==> src/rtl/mdu_pkg.sv <==
`default_nettype none
// ============================================================================
// Module      : mdu_pkg
// Description : Shared types and constants for the MD sequencer and HI/LO.
//               MDU_MADD_EN enables the multiply-accumulate encodings.
// Revision    : 1.0 - initial release
// ============================================================================
package mdu_pkg;

    typedef enum logic [3:0] {
        NONE  = 4'd0,
        MULT  = 4'd1,
        MULTU = 4'd2,
        DIV   = 4'd3,
        DIVU  = 4'd4,
        MFHI  = 4'd5,
        MFLO  = 4'd6,
        MTHI  = 4'd7,
        MTLO  = 4'd8,
        MADD  = 4'd9,
        MADDU = 4'd10,
        MSUB  = 4'd11,
        MSUBU = 4'd12
    } md_op_t;

    localparam logic [1:0] ENG_IDLE = 2'b00;
    localparam logic [1:0] ENG_MUL  = 2'b01;
    localparam logic [1:0] ENG_DIV  = 2'b10;

    typedef enum logic [1:0] {
        IDLE  = 2'd0,
        ISSUE = 2'd1,
        WAIT  = 2'd2
    } mdu_state_t;

    // Encodings that must wait for the engine to go idle.
    function automatic logic is_md_op(input logic [3:0] op);
        logic r;
        r = 1'b0;
        case (op)
            MULT, MULTU, DIV, DIVU, MFHI, MFLO, MTHI, MTLO: r = 1'b1;
`ifdef MDU_MADD_EN
            MADD, MADDU, MSUB, MSUBU:                       r = 1'b1;
`endif
            default:                                        r = 1'b0;
        endcase
        return r;
    endfunction

endpackage
`default_nettype wire

==> src/rtl/mdu_hilo.sv <==
`default_nettype none
// ============================================================================
// Module      : mdu_hilo
// Description : Architectural HI/LO registers; engine writeback has priority
//               over MTHI/MTLO writes.
// Revision    : 1.0 - initial release
// ============================================================================
module mdu_hilo #(
    parameter int W = 32
) (
    input  logic           clk,
    input  logic           reset,
    input  logic           wb_en,
    input  logic [2*W-1:0] wb_data,
    input  logic           mthi_en,
    input  logic           mtlo_en,
    input  logic [W-1:0]   mt_data,
    output logic [W-1:0]   hi,
    output logic [W-1:0]   lo
);

    logic [W-1:0] r_hi;
    logic [W-1:0] r_lo;

    always_ff @(posedge clk) begin
        if (reset) begin
            r_hi <= '0;
            r_lo <= '0;
        end else if (wb_en) begin
            {r_hi, r_lo} <= wb_data;
        end else begin
            if (mthi_en) r_hi <= mt_data;
            if (mtlo_en) r_lo <= mt_data;
        end
    end

    assign hi = r_hi;
    assign lo = r_lo;

endmodule
`default_nettype wire

==> src/rtl/mdu_ctrl.sv <==
`default_nettype none
// ============================================================================
// Module      : mdu_ctrl
// Description : E-stage to multiply/divide engine sequencer with HI/LO
//               ownership and MD hazard stall. MDU_MADD_EN adds MADD/MSUB.
// Revision    : 1.0 - initial release
// ============================================================================
module mdu_ctrl #(
    parameter int W = 32
) (
    input  logic         clk,
    input  logic         reset,
    input  logic         req_valid,
    input  logic [3:0]   req_op,
    input  logic [W-1:0] req_rs,
    input  logic [W-1:0] req_rt,
    input  logic         flush,
    output logic         stall,
    output logic [W-1:0] rd_data,
    output logic         eng_in_valid,
    input  logic         eng_in_ready,
    output logic [1:0]   eng_op,
    output logic         eng_sign,
    output logic [W-1:0] eng_src0,
    output logic [W-1:0] eng_src1,
    input  logic         eng_out_valid,
    output logic         eng_out_ready,
    input  logic [W-1:0] eng_res0,
    input  logic [W-1:0] eng_res1
);
    import mdu_pkg::*;

    mdu_state_t     r_state;
    mdu_state_t     w_next;
    logic [W-1:0]   r_src0;
    logic [W-1:0]   r_src1;
    logic [1:0]     r_eng_op;
    logic           r_sign;
    logic           w_accept;
    logic           w_start;
    logic [1:0]     w_op;
    logic           w_sign;
    logic           w_mthi;
    logic           w_mtlo;
    logic           w_wb_en;
    logic [2*W-1:0] w_wb_data;
    logic [W-1:0]   w_hi;
    logic [W-1:0]   w_lo;
`ifdef MDU_MADD_EN
    logic           w_acc;
    logic           w_sub;
    logic           r_acc;
    logic           r_sub;
`endif

    assign w_accept = req_valid & ~flush & (r_state == IDLE);

    // Divide by zero is dropped at decode so it never reaches the engine.
    always_comb begin
        w_start = 1'b0;
        w_op    = ENG_IDLE;
        w_sign  = 1'b0;
        w_mthi  = 1'b0;
        w_mtlo  = 1'b0;
`ifdef MDU_MADD_EN
        w_acc   = 1'b0;
        w_sub   = 1'b0;
`endif
        case (req_op)
            MULT:  begin w_start = 1'b1; w_op = ENG_MUL; w_sign = 1'b1; end
            MULTU: begin w_start = 1'b1; w_op = ENG_MUL; end
            DIV:   begin w_start = (req_rt != '0); w_op = ENG_DIV; w_sign = 1'b1; end
            DIVU:  begin w_start = (req_rt != '0); w_op = ENG_DIV; end
            MTHI:  w_mthi = 1'b1;
            MTLO:  w_mtlo = 1'b1;
`ifdef MDU_MADD_EN
            MADD:  begin w_start = 1'b1; w_op = ENG_MUL; w_sign = 1'b1; w_acc = 1'b1; end
            MADDU: begin w_start = 1'b1; w_op = ENG_MUL; w_acc = 1'b1; end
            MSUB:  begin w_start = 1'b1; w_op = ENG_MUL; w_sign = 1'b1; w_acc = 1'b1; w_sub = 1'b1; end
            MSUBU: begin w_start = 1'b1; w_op = ENG_MUL; w_acc = 1'b1; w_sub = 1'b1; end
`endif
            default: ;
        endcase
    end

    always_ff @(posedge clk) begin
        if (reset) r_state <= IDLE;
        else       r_state <= w_next;
    end

    always_comb begin
        w_next = r_state;
        case (r_state)
            IDLE:    if (w_accept && w_start) w_next = ISSUE;
            ISSUE:   if (eng_in_ready)        w_next = WAIT;
            WAIT:    if (eng_out_valid)       w_next = IDLE;
            default: w_next = IDLE;
        endcase
    end

    always_comb begin
        eng_in_valid  = (r_state == ISSUE);
        eng_op        = (r_state == ISSUE) ? r_eng_op : ENG_IDLE;
        eng_sign      = (r_state == ISSUE) ? r_sign : 1'b0;
        eng_out_ready = (r_state == WAIT);
        stall         = req_valid & (r_state != IDLE) & is_md_op(req_op);
    end

    always_ff @(posedge clk) begin
        if (reset) begin
            r_src0   <= '0;
            r_src1   <= '0;
            r_eng_op <= ENG_IDLE;
            r_sign   <= 1'b0;
`ifdef MDU_MADD_EN
            r_acc    <= 1'b0;
            r_sub    <= 1'b0;
`endif
        end else if (w_accept && w_start) begin
            r_src0   <= req_rs;
            r_src1   <= req_rt;
            r_eng_op <= w_op;
            r_sign   <= w_sign;
`ifdef MDU_MADD_EN
            r_acc    <= w_acc;
            r_sub    <= w_sub;
`endif
        end
    end

    assign eng_src0 = r_src0;
    assign eng_src1 = r_src1;
    assign w_wb_en  = (r_state == WAIT) & eng_out_valid;

`ifdef MDU_MADD_EN
    // Accumulate uses HI/LO as they stand at the writeback edge.
    always_comb begin
        w_wb_data = {eng_res1, eng_res0};
        if (r_acc) begin
            if (r_sub) w_wb_data = {w_hi, w_lo} - {eng_res1, eng_res0};
            else       w_wb_data = {w_hi, w_lo} + {eng_res1, eng_res0};
        end
    end
`else
    assign w_wb_data = {eng_res1, eng_res0};
`endif

    mdu_hilo #(.W(W)) u_hilo (
        .clk     (clk),
        .reset   (reset),
        .wb_en   (w_wb_en),
        .wb_data (w_wb_data),
        .mthi_en (w_accept & w_mthi),
        .mtlo_en (w_accept & w_mtlo),
        .mt_data (req_rs),
        .hi      (w_hi),
        .lo      (w_lo)
    );

    assign rd_data = (req_op == MFHI) ? w_hi : w_lo;

endmodule
`default_nettype wire

==> config.mk <==
export PLATFORM = sky130hd
export DESIGN_NAME = mdu_ctrl
export DESIGN_NICKNAME = d
export VERILOG_FILES = /design/src/rtl/mdu_pkg.sv /design/src/rtl/mdu_hilo.sv /design/src/rtl/mdu_ctrl.sv
export SDC_FILE = /design/constraint.sdc
export NUM_CORES = 1
export LEC_CHECK = 0
export CAP_MARGIN = 25
export CORE_ASPECT_RATIO = 0.9
export CORE_MARGIN = 8
export CORE_UTILIZATION = 46
export CTS_CLUSTER_SIZE = 28
export DETAILED_ROUTE_END_ITERATION = 16
export GPL_ROUTABILITY_DRIVEN = 1
export GPL_TIMING_DRIVEN = 0
export HOLD_SLACK_MARGIN = 0.03
export PLACE_DENSITY = 0.95
export SLEW_MARGIN = 10
export SYNTH_ARGS = -nofsm -noshare
export SYNTH_HDL_FRONTEND = slang
export SYNTH_SLANG_ARGS = --single-unit
export TNS_END_PERCENT = 100
==> constraint.sdc <==
create_clock -name clk -period 5.4 [get_ports clk]
set_clock_uncertainty 0.05 [all_clocks]
set_input_delay 0.54 -clock clk [delete_from_list [all_inputs] [get_ports clk]]
set_output_delay 0.54 -clock clk [all_outputs]
set_load 0.05 [all_outputs]
==> results summary, run 1 <==
The run finished with clean final reports. The detailed-router iteration count before antenna repair is 5. The core region is 0.0119 mm^2. After legalization and detailed placement, the total HPWL measured roughly 15000 um. The areal power density over the cells came out at ~290 mW/mm^2. The leakage power came out at about 0.003 uW.

The number of nets in the synthesized netlist is roughly 660. The number of distinct library cell variants in the gate-level netlist after synthesis came out at 37. In the finished design, the share of the clock period the worst path needs comes to between 70% and 80%.

The clock tree from TritonCTS is yes. The share of synthesized area in the top cell type comes to 48.2%. Using the TritonRoute via totals, the vias-per-cell ratio works out to around 5.6. The logic depth of the worst register-to-register path is 6.

The cell total after placement came out at 914. The number of resized instances in the post-cts repair step is 0. The post-synthesis sequential area ratio is 48.2%. The flop-to-flop setup slack is about 2.9 ns. The combinational power share came out at a little over an eighth. The worst setup margin is around 1.5 ns. The number of I/O pins came out at between 200 and 250. The startpoint identified for the worst hold timing path is r_eng_op[1]$_SDFFE_PP0P_. The final critical-path required period is about 3.9 ns. In the post-synthesis netlist, the biggest area contributors are sky130_fd_sc_hd__dfxtp_1, sky130_fd_sc_hd__mux2i_1, sky130_fd_sc_hd__a22o_1, sky130_fd_sc_hd__a211oi_1, sky130_fd_sc_hd__mux2_2.

The min-delay analysis places its worst path in the category reg -> reg. The final core utilization is 73.0%. The count of nets after finishing is between 900 and 1000.

The worst-case headroom to the max-slew limit is just under 50%. In this run the worst setup path begins at req_op[1]. The number of DRC violations after detailed-routing iteration 0 came out at ~400.

Summed over all nets, the switching power comes to 597 uW. The delay of the slowest critical-path stage is 0.73 ns. The clock input transition at the sequential cells of the worst setup and hold paths is ~0.060 ns. The via count of the first global-routing pass is between 5000 and 6000. The die covers approximately 0.016 mm^2. The sequential cells in the finished layout cover a total of around 0.0027 mm^2. The worst register-to-register path ends at u_hilo.hi[17]$_SDFFE_PP0P_.

The share of power burned in registers came out at about two fifths. The final estimated routing congestion in global placement came out at approximately 0.8. OpenSTA, run right after detailed placement, puts the worst setup slack at around 1.5 ns. The number of buffers inserted by hold repair at cts is 0.

Timing would allow up to ~250 MHz. The critical path is of the in -> out type. Setup repair after global routing left no endpoint under its margin. The number of max-slew violations in the final report is 0. The floorplan has 38 rows. The H-tree depth came out at 4. The number of hold violations in the final report is 0. The total number of yosys warnings came out at 0.

The cell that appears most often on the critical path is sky130_fd_sc_hd__clkdlybuf4s50_1. In this run the worst setup path terminates at rd_data[2]. The flop and latch count out of synthesis is between 100 and 150. The worst setup path is launched from an input pin. In this run the critical register-to-register path is launched from r_state[1]$_SDFFE_PP0P_.

The post-synth design cell area came out at 0.00553 mm^2. In the routed design, unresolved DRC markers number 0. The share of post-route cells with drive strength above 1 is 11.1%.

The routed design has 20400 um of wire. The first global-routing pass estimated around 32000 um of wire. The final antenna-violating net count came out at 0. The area growth from synthesis to layout is 56.9%.

For this run, the leading register cell type out of synthesis is sky130_fd_sc_hd__dfxtp_1. The design internal power came out at around 1900 uW. The cell with the largest stage delay on the worst path is sky130_fd_sc_hd__clkdlybuf4s50_1. The number of antenna violations at the first check in global routing came to 0. The repair_antennas step left the layout with diodes totalling 0. A synthesized cell averages ~11 um^2.

The synthesized design contains 0 enable-type register cells. The worst setup path is captured at an output port. STA puts the critical path data required time at 4.81 ns.

The insertion delay of the later-clocked pin in the worst-skew pair came out at about 0.42 ns. Setup violations remaining at the end of the flow were counted as 0. The reported max-cap violation count is 0. Counting both buffers and inverters, the worst setup path holds a total of 4.

The post-route non-filler standard cell count came out at roughly 950. The die outline height came out at approximately 120 um. Per report_power, the clock group accounts for ~46% of the total. The area of the multi-input gates came out at 0.00261 mm^2. The transition time at the pin with the least slew margin is roughly 0.75 ns. The die boundary width is between 100 and 150 um. Dividing the detail-routed wire length by the instance count gives roughly 22 um. The largest net degree at the start of global routing came out at 17. The number of sinks driven by the clock tree is 133. In this run the clock root is driven by a sky130_fd_sc_hd__clkbuf_16. The number of gates on the worst path with buffers counted came out at 6. VDD sags by at most between 200 and 250 uV.

The CTS buffer count is 17. The count of input and output buffers is 235. The instance count of the mapped netlist came out at slightly above 500. Summed over all instances, the cell type with the most area after synthesis is sky130_fd_sc_hd__dfxtp_1. The total via count after detailed routing is about 5300. The cell type group with the largest total delay on the critical path is buffers and inverters. Summed over all layers, the global routing overflow is 0. The data arrival time at the worst-slack endpoint is ~3.4 ns. Once the floorplan was initialized, standard cells occupied a little under half of the core.

The maximum clock insertion buffer count came out at 2. Of the total power, the share spent switching nets is approximately a quarter. The layout has 785 filler cells. The async set-or-reset flop fraction in the synthesized netlist is 0%. The maximum fanout encountered on the critical timing path is 10.

The summed negative setup slack over all endpoints is 0 ns. The critical path goes through clkdlybuf4s50_1 -> nor4bb_1 -> clkbuf_1 -> buf_1 -> mux2_2 -> clkdlybuf4s50_1. Across every metal layer, demand over resource in global routing totals 25.2%.

The number of buffers added for setup after CTS is 0.
[sequential cells by signal (all words and copies together), names as in the netlist]
register   count
u_hilo.lo     32
r_sign         1
u_hilo.hi     32
r_eng_op       2
eng_src1      32
eng_src0      32
r_state        2
[cell type report]
| type | count | share of cell area [%] |
|---|---|---|
| flip-flops and latches | 133 | 30.7 |
| multi-input cells | 336 | 30.1 |
| repair buffers | 235 | 27.1 |
| clock buffers | 22 | 5.35 |
| plain buffers | 48 | 2.84 |
| well taps | 160 | 2.31 |
| clock inverters | 9 | 1.47 |
| inverters | 2 | 0.0866 |
[stage by stage]
stage               total power (uW)  area [um^2]  hold WS [ns]
floorplan                       1180         5530         0.369
global placement                1350         8080         0.388
detailed placement              1360         8080         0.405
CTS                             2510         8670         0.418
global route                    2580         8670         0.438
finish                          2510         8670         0.419
[worst reg2reg max path, stage by stage (launching register included)]
cell and delay, ns:
sky130_fd_sc_hd__dfxtp_1 0.34, sky130_fd_sc_hd__or4b_4 0.58, sky130_fd_sc_hd__o21bai_1 0.15, sky130_fd_sc_hd__clkbuf_1 0.40, sky130_fd_sc_hd__clkbuf_1 0.49, sky130_fd_sc_hd__nor2_1 0.10, sky130_fd_sc_hd__a211oi_1 0.26
[cell usage in the layout (no fill, tap or decap), drive strengths merged]
master         count
nor2              68
nand4b             2
nor4b              1
or4b               1
clkinv             3
o21a               1
nor4bb             1
nor3               1
mux2              32
a21o               1
nand2              1
a31oi              1
a22oi              1
clkdlybuf4s50    235
and2               4
nor4              10
o21ai              3
a22o              64
clkinvlp           3
nor2b              2
xnor2              1
nand2b             2
mux2i             64
bufinv             3
o21bai             1
inv                2
or4                1
xor2               1
dfxtp            133
nand4              2
buf               30
a211oi            65
clkbuf            40
or3b               1
nand3b             1
a21oi              3
[power by group through the flow]
stage / Sequential (uW) / Combinational (uW) / Clock, uW
finish: 1020 / 326 / 1160
detailed placement: 1040 / 323 / 0
global route: 1020 / 343 / 1220
global placement: 1040 / 314 / 0
CTS: 1020 / 326 / 1160
floorplan: 1080 / 105 / 0
[worst min-delay path by stage]
stage	endpoint	slack (ns)	cells after the start
floorplan	r_eng_op[1]$_SDFFE_PP0P_	0.37	2
global placement	r_eng_op[1]$_SDFFE_PP0P_	0.39	2
detailed placement	eng_src0[9]$_SDFFE_PP0P_	0.40	1
CTS	r_eng_op[1]$_SDFFE_PP0P_	0.42	2
global route	r_eng_op[1]$_SDFFE_PP0P_	0.44	2
finish	r_eng_op[1]$_SDFFE_PP0P_	0.42	2
[synth_stat cells, types with 2 or more instances]
master,n
sky130_fd_sc_hd__dfxtp_1,133
sky130_fd_sc_hd__nor2_1,68
sky130_fd_sc_hd__a211oi_1,65
sky130_fd_sc_hd__a22o_1,64
sky130_fd_sc_hd__mux2i_1,64
sky130_fd_sc_hd__mux2_2,32
sky130_fd_sc_hd__clkbuf_1,17
sky130_fd_sc_hd__buf_2,16
sky130_fd_sc_hd__nor4_1,10
sky130_fd_sc_hd__buf_1,8
sky130_fd_sc_hd__buf_6,6
sky130_fd_sc_hd__and2_1,4
sky130_fd_sc_hd__a21oi_1,2
sky130_fd_sc_hd__inv_1,2
sky130_fd_sc_hd__nand2b_1,2
sky130_fd_sc_hd__nand4_1,2
sky130_fd_sc_hd__nand4b_1,2
sky130_fd_sc_hd__nor2b_1,2
sky130_fd_sc_hd__o21ai_0,2
[metal layers]
layer | track usage, % | wire [um] | share of wire (%)
met2 | 43.1 | 9970 | 49
met4 | 9.75 | 469 | 2.3
met5 | 0 | 0 | 0
met3 | 9.98 | 1760 | 8.7
met1 | 27.8 | 8150 | 40
[logic make-up after synthesis]
kind of cell	count (synthesis)	synth area share (%)
DFF	133	48.2
AOI/OAI and AO/OA	140	20.4
and+or+nand+nor	98	8.44
xor gates and xnor gates	2	0.317
muxes	96	18.1
buffers and inverters	50	4.59
No activity file was read; power rests on OpenSTA's default activity.
==> run 2, diff against run 1 <==
CORE_UTILIZATION = 42   (was 46)
PLACE_DENSITY = 0.91   (was 0.95)
clock period = 3.7 ns   (was 5.4 ns; I/O delays follow)
==> run 2 against run 1 <==
Against the previous run: die area up 8.3%; clock power up 47%; routed wire length up 0.85%; worst setup slack worse by 1.4 ns; sequential cell count unchanged; sequential power up 46%; cell area up 0.20%; cell count up 0.53%; total power up 46%.
==> results summary, run 2 (synthesis gave the netlist of run 1 again) <==
The flow ran to the end, and the final reports show no timing, DRC or antenna violations. TritonCTS built the clock tree. The leakage power is a little over 0.003 uW. Routability-driven placement finished with a final weighted congestion of roughly 0.87. Pin placement for this block handled between 200 and 250 I/O pins.

Routed signal wires occupy layers up through met4. The delay of the slowest critical-path stage came out at ~0.71 ns. The reported max-cap violation count is 0. The clock input transition at the sequential cells of the worst setup and hold paths came out at roughly 0.05 ns. The total via count after detailed routing is roughly 5300.

OpenSTA, run right after detailed placement, puts the worst setup slack at slightly above 0.07 ns. The global-route congestion overflow total came out at 0. For this block, wires on met1 add up to 8240 um. The worst-case headroom to the max-slew limit came out at about half.

Broken down by cell family, the worst path's largest delay share belongs to buffers and inverters. The critical path contains buffers and inverters numbering 4 combined. The total wire length is 20500 um. The maximum fanout encountered on the critical timing path came out at 10. The worst setup path is launched from an input pin. The most numerous cell on the critical path is sky130_fd_sc_hd__clkdlybuf4s50_1. The effective utilization at floorplan came out at 43.2%. In this run, post-CTS hold repair placed 0 buffers. In this run the post-CTS setup repair buffer count came out at 0. The highest ir drop seen on vdd is 311 uV.

The die is roughly 140 um wide. The final critical-path required period came out at approximately 3.6 ns. The number of max-slew violations in the final report came to 0. The clock drives about 130 sinks.

Based on the critical path, the design can be clocked at up to 277 MHz. Summed over all failing endpoints, the final setup total negative slack is 0 ns. The critical path endpoint category is an output port. The data arrival time at the worst-slack endpoint came out at 3.19 ns.

For this run, the total global-route usage over all layers was measured as 23.5%. In the layout the commonest cells are sky130_fd_sc_hd__clkdlybuf4s50_1, sky130_fd_sc_hd__dfxtp_1, sky130_fd_sc_hd__nor2_1, sky130_fd_sc_hd__a211oi_1. At the worst endpoint, the required time is 3.28 ns.

The detailed-router iteration count before antenna repair came out at 7. The slowest stage of the critical path is the sky130_fd_sc_hd__clkdlybuf4s50_1 cell. Traced cell by cell, the critical path runs through clkdlybuf4s50_1 -> nor4bb_1 -> clkbuf_1 -> buf_1 -> mux2_2 -> clkdlybuf4s50_1.

The HPWL reported at the end of detailed placement is ~15000 um. The floorplan die area came out at between 0.015 and 0.02 mm^2. The clock root buffer is sky130_fd_sc_hd__clkbuf_16.

The post-route cell area is 0.00869 mm^2. The most frequent standard cell in the layout excluding fill and tap cells is sky130_fd_sc_hd__clkdlybuf4s50_1. The critical path is of the in -> out type. The antenna diode count came out at 0. Dividing the detail-routed via count by the number of cells gives 5.54. The via count of the first global-routing pass came to roughly 5800.

The final antenna-violating net count is 0. The die outline height came out at around 120 um. The per-cell routed wire length is around 22 um. The placeable core region came out at approximately 0.013 mm^2. The number of hold violations in the final report came out at 0. The H-tree depth is 4. The final core utilization came out at about two thirds. The worst setup margin came out at between 0.08 and 0.09 ns. The global-route wire length before repair came out at around 31000 um.

The met3 wire length came out at between 1500 and 2000 um. The insertion delay of the later-clocked pin in the worst-skew pair came out at 0.41 ns. The wire length on met2 came out at a little over 10000 um. Compared with the post-synthesis result, the final layout area differs by 57.2%.

Setup repair after global routing left no endpoint under its margin. The number of resized instances in the post-cts repair step is 0. The maximum clock insertion buffer count is 2. The total DRC errors in the routed layout is 0. The worst hold path belongs to the class in -> reg. The transition time at the pin with the least slew margin came out at between 0.7 and 0.8 ns. The number of antenna violations at the first check in global routing is 0.

The row count is 39. The CTS buffer count is 17. Port buffering added 235 buffers. The net count of the finished layout is 911. The share of post-route cells with drive strength above 1 came out at between 10% and 20%. The post-detailed-placement cell area came out at 0.00809 mm^2. The final critical-path share of the clock period came out at a little over nine tenths. Setup violations remaining at the end of the flow were counted as 0.

The largest net degree at the start of global routing came out at 17. The areal power density over the cells is roughly 420 mW/mm^2. In this run, the number of DRC markers left after iteration 0 of detailed routing was ~280.
## run 2: cell count changes in the layout (fill, tap and decap cells not counted), sizes merged
cell,change
clkinv,+1
clkinvlp,-1
inv,+2
bufinv,-1
## run 2: metal layers
layer  up-vias  GRT usage, %
met4         0          7.47
met3        27          9.03
met5         -             0
met2       229          39.9
met1      2551          26.3
li1       2456             -
## run 2: layout make-up
type / count / area (um^2)
Buffer: 48 / 246
Clock buffer: 22 / 484
Clock inverter: 10 / 120
Fill cell: 952 / 4100
Inverter: 2 / 7.51
Multi-Input combinational cell: 336 / 2610
Sequential cell: 133 / 2660
Tap cell: 164 / 205
Timing Repair Buffer: 235 / 2350
## run 2: where the power goes
group          total [uW]  switching (uW)  internal, uW
logic                 476             245           231
clock network        1710             640          1070
registers            1490            19.1          1470
total                3670             904          2760
## run 2: metrics by stage
| stage | std cells | power [uW] | hold slack [ns] |
|---|---|---|---|
| global route | 950 | 3780 | 0.345 |
| detailed placement | 918 | 1990 | 0.404 |
| CTS | 950 | 3680 | 0.296 |
| finish | 950 | 3670 | 0.320 |
| floorplan | 519 | 1730 | 0.369 |
| global placement | 918 | 1970 | 0.388 |
## run 2: final timing paths
check / cells past startpoint / start / slack, ns / endpoint
worst max register to register: 6 / r_state[1]$_SDFFE_PP0P_ / 1.25 / u_hilo.hi[21]$_SDFFE_PP0P_
worst min register to register: 2 / r_eng_op[1]$_SDFFE_PP0P_ / 0.41 / r_eng_op[1]$_SDFFE_PP0P_
worst min-delay path: 4 / req_op[2] / 0.32 / r_sign$_SDFFE_PP0P_
worst max-delay path: 6 / req_op[1] / 0.09 / rd_data[17]
## run 2: worst min-delay path, stage by stage
cell,delay [ns]
sky130_fd_sc_hd__clkbuf_2,0.16
sky130_fd_sc_hd__nor4b_1,0.07
sky130_fd_sc_hd__o21ai_0,0.07
sky130_fd_sc_hd__nand2_1,0.05
==> run 3, diff against run 2 <==
CTS_CLUSTER_DIAMETER = 60   (was not set)
GPL_ROUTABILITY_DRIVEN = 0   (was 1)
REMOVE_ABC_BUFFERS = 1   (was not set)
==> run 3 against run 2 <==
Against the previous run: sequential share of layout area decreased by 0.16 points; die area stayed put; cell count fell by 3.6%; sequential power barely moved; cell area up 0.53%; clock power up 6%.
==> results summary, run 3 (synthesis gave the netlist of run 1 again) <==
The path with the worst hold slack has its endpoint at r_eng_op[1]$_SDFFE_PP0P_. The CTS buffer count is 17. The die covers 0.0171 mm^2. The detailed-router iteration count before antenna repair is 4. Input and output buffers added on the ports amount to 239. The critical path endpoint category is an output port.

The critical path data required time came out at around 3.3 ns. The highest ir drop seen on vdd came out at a little under 300 uV. The die is roughly 120 um tall. The worst-case headroom to the max-slew limit is a little over a third. The final layout contains roughly 880 nets. The global-route congestion overflow total came out at 0. The filler cell count came out at about 900. The share of post-route cells with drive strength above 1 is ~11%. In this run the critical register-to-register path is launched from r_state[1]$_SDFFE_PP0P_. After detailed routing, the number of vias per cell comes to approximately 5.5. The summed negative setup slack over all endpoints came out at 0 ns. The number of I/O pins is between 200 and 250.

The total via count after detailed routing came out at 5083. The net switching fraction of the power came out at between 20% and 30%. TritonCTS built the clock tree. Max-cap violations in this run came to 0. The number of sinks driven by the clock tree is ~130.

Clock latency on the worst-skew pair, taken at its later pin, is between 0.4 and 0.5 ns. The total wire length came out at ~19000 um. The H-tree depth is 4. The via count of the first global-routing pass came out at ~5500. The detail route stage leaves a number of antenna-violating nets equal to 0. The worst setup path category is in -> out.

The top cell types in the final layout, fill and taps aside, are sky130_fd_sc_hd__clkdlybuf4s50_1, sky130_fd_sc_hd__dfxtp_1, sky130_fd_sc_hd__nor2_1, sky130_fd_sc_hd__a211oi_1. Traced cell by cell, the critical path runs through clkdlybuf4s50_1 -> nor4bb_4 -> buf_12 -> buf_6 -> mux2_2 -> clkdlybuf4s50_1. At the worst endpoint, the arrival time is around 2.8 ns. The number of max-slew violations in the final report is 0. The min-delay analysis places its worst path in the category reg -> reg. The worst setup path is launched from an input pin. The maximum clock insertion buffer count came out at 2.

The areal power density over the cells is between 400 and 500 mW/mm^2. The switching power of the nets came out at between 800 and 900 uW. The largest net degree at the start of global routing came out at 43. The final critical-path required period came out at around 3.3 ns. The HPWL reported at the end of detailed placement is 13600 um. The final core utilization is slightly below 70%. The logic depth of the worst register-to-register path is 6. 0 antenna diodes ended up in the layout. The fraction of power consumed by the clock network is between 40% and 50%. The overall global routing resource usage came out at 21.2%.

Leaving out fill and tap cells, the most frequent cell in the layout is sky130_fd_sc_hd__clkdlybuf4s50_1. The clock input transition at the sequential cells of the worst setup and hold paths came out at about 0.06 ns. The design internal power came out at a little under 3000 uW. The cell with the largest stage delay on the worst path is sky130_fd_sc_hd__clkdlybuf4s50_1. After detailed routing, the average wire length per cell comes to 20.3 um. The number of hold violations in the final report is 0. In this run, post-CTS repair resized a total of 0 instances. Setup repair after global routing left no endpoint under its margin. At the pin with the least slew margin, the transition time is between 0.9 and 1 ns. The destination of the worst register-to-register timing path is eng_src1[23]$_SDFFE_PP0P_.

The number of buffer and inverter instances along the worst setup path came out at 4. The worst hold path was traced through 2 stages. The number of DRC violations after detailed-routing iteration 0 came out at between 200 and 250.

Measured along the x axis, the die boundary spans roughly 140 um. Broken down by cell family, the worst path's largest delay share belongs to buffers and inverters. The total DRC errors in the routed layout is 0. The leakage power is slightly above 0.003 uW.

Relative to the synthesized area, the layout overhead comes to 58.0%. The combinational power share is between 10% and 20%. The flop-to-flop setup slack came out at 0.79 ns. Among the stages of the critical path, the cell type that occurs most often is sky130_fd_sc_hd__clkdlybuf4s50_1. The total of endpoints with negative setup slack in the final report is 0. The number of antenna violations at the first check in global routing came out at 0. The clock root buffer is sky130_fd_sc_hd__clkbuf_16. The share of power burned in registers came out at 39.3%.

The final critical-path share of the clock period came out at approximately 88%. The maximum frequency from static timing analysis is 308 MHz. The global-route wire length before repair came out at about 29000 um. Along the worst path, the maximum fanout reaches 12.

The start point of the worst min-delay path is r_eng_op[1]$_SDFFE_PP0P_. The largest single stage delay on the critical path is between 0.7 and 0.8 ns. The flow ran to the end, and the final reports show no timing, DRC or antenna violations. The row count is 39. The core region is approximately 0.013 mm^2. Once the floorplan was initialized, standard cells occupied 43.2% of the core.
## run 3: final cells by class
cell class	count	area [um^2]	area share (%)
Sequential cell	133	2660	30.5
Multi-Input combinational cell	336	2650	30.3
Timing Repair Buffer	249	2570	29.4
Clock buffer	20	467	5.34
Tap cell	164	205	2.35
Clock inverter	12	176	2.02
Inverter	2	7.51	0.0859
## run 3: stage by stage
step | setup WS [ns] | hold slack (ns) | cells | total power, uW | instance area (um^2)
2_1_floorplan | -1.57 | 0.369 | 471 | 1710 | 5280
3_3_place_gp | -4.38 | 0.388 | 874 | 1960 | 7880
3_5_place_dp | 0.120 | 0.385 | 882 | 1980 | 8070
4_1_cts | 0.0702 | 0.399 | 914 | 3800 | 8710
5_1_grt | 0.356 | 0.421 | 916 | 3890 | 8740
6_report | 0.450 | 0.397 | 916 | 3780 | 8740
## run 3: worst max-delay path by stage
stage | startpoint | to | slack (ns) | depth (start not counted)
after floorplan | r_state[1]$_SDFFE_PP0P_ | u_hilo.hi[0]$_SDFFE_PP0P_ | -1.57 | 4
after global placement | req_op[2] | rd_data[9] | -4.38 | 4
after detailed placement | req_op[2] | rd_data[0] | 0.12 | 5
after CTS | req_op[2] | rd_data[1] | 0.07 | 5
after global routing | req_op[0] | rd_data[0] | 0.36 | 6
final | req_op[0] | rd_data[1] | 0.45 | 6
## run 3: timing repair
item / 4_1_cts / 5_1_grt
endpoints found under the setup margin: 0 / 24
buffers inserted: 0 / 2
hold buffers: 0 / 0
## run 3: power by group through the flow
| stage | sequential, uW | combinational [uW] | clock, uW |
|---|---|---|---|
| global route | 1490 | 498 | 1900 |
| detailed placement | 1510 | 466 | 0 |
| CTS | 1480 | 472 | 1840 |
| finish | 1490 | 473 | 1820 |
| floorplan | 1570 | 133 | 0 |
| global placement | 1510 | 446 | 0 |
## run 3: per-layer routing
layer | up-vias | share of wire [%] | GRT usage [%]
li1 | 2389 | - | -
met1 | 2432 | 38 | 21.7
met2 | 224 | 49 | 36.3
met3 | 38 | 10 | 9.76
met4 | 0 | 2.7 | 8.75
met5 | - | 0 | 0
## run 3: tightest hold or removal path: stages, from the launching register on
cell and delay [ns]:
sky130_fd_sc_hd__dfxtp_1 0.30, sky130_fd_sc_hd__inv_1 0.05, sky130_fd_sc_hd__a21oi_1 0.05
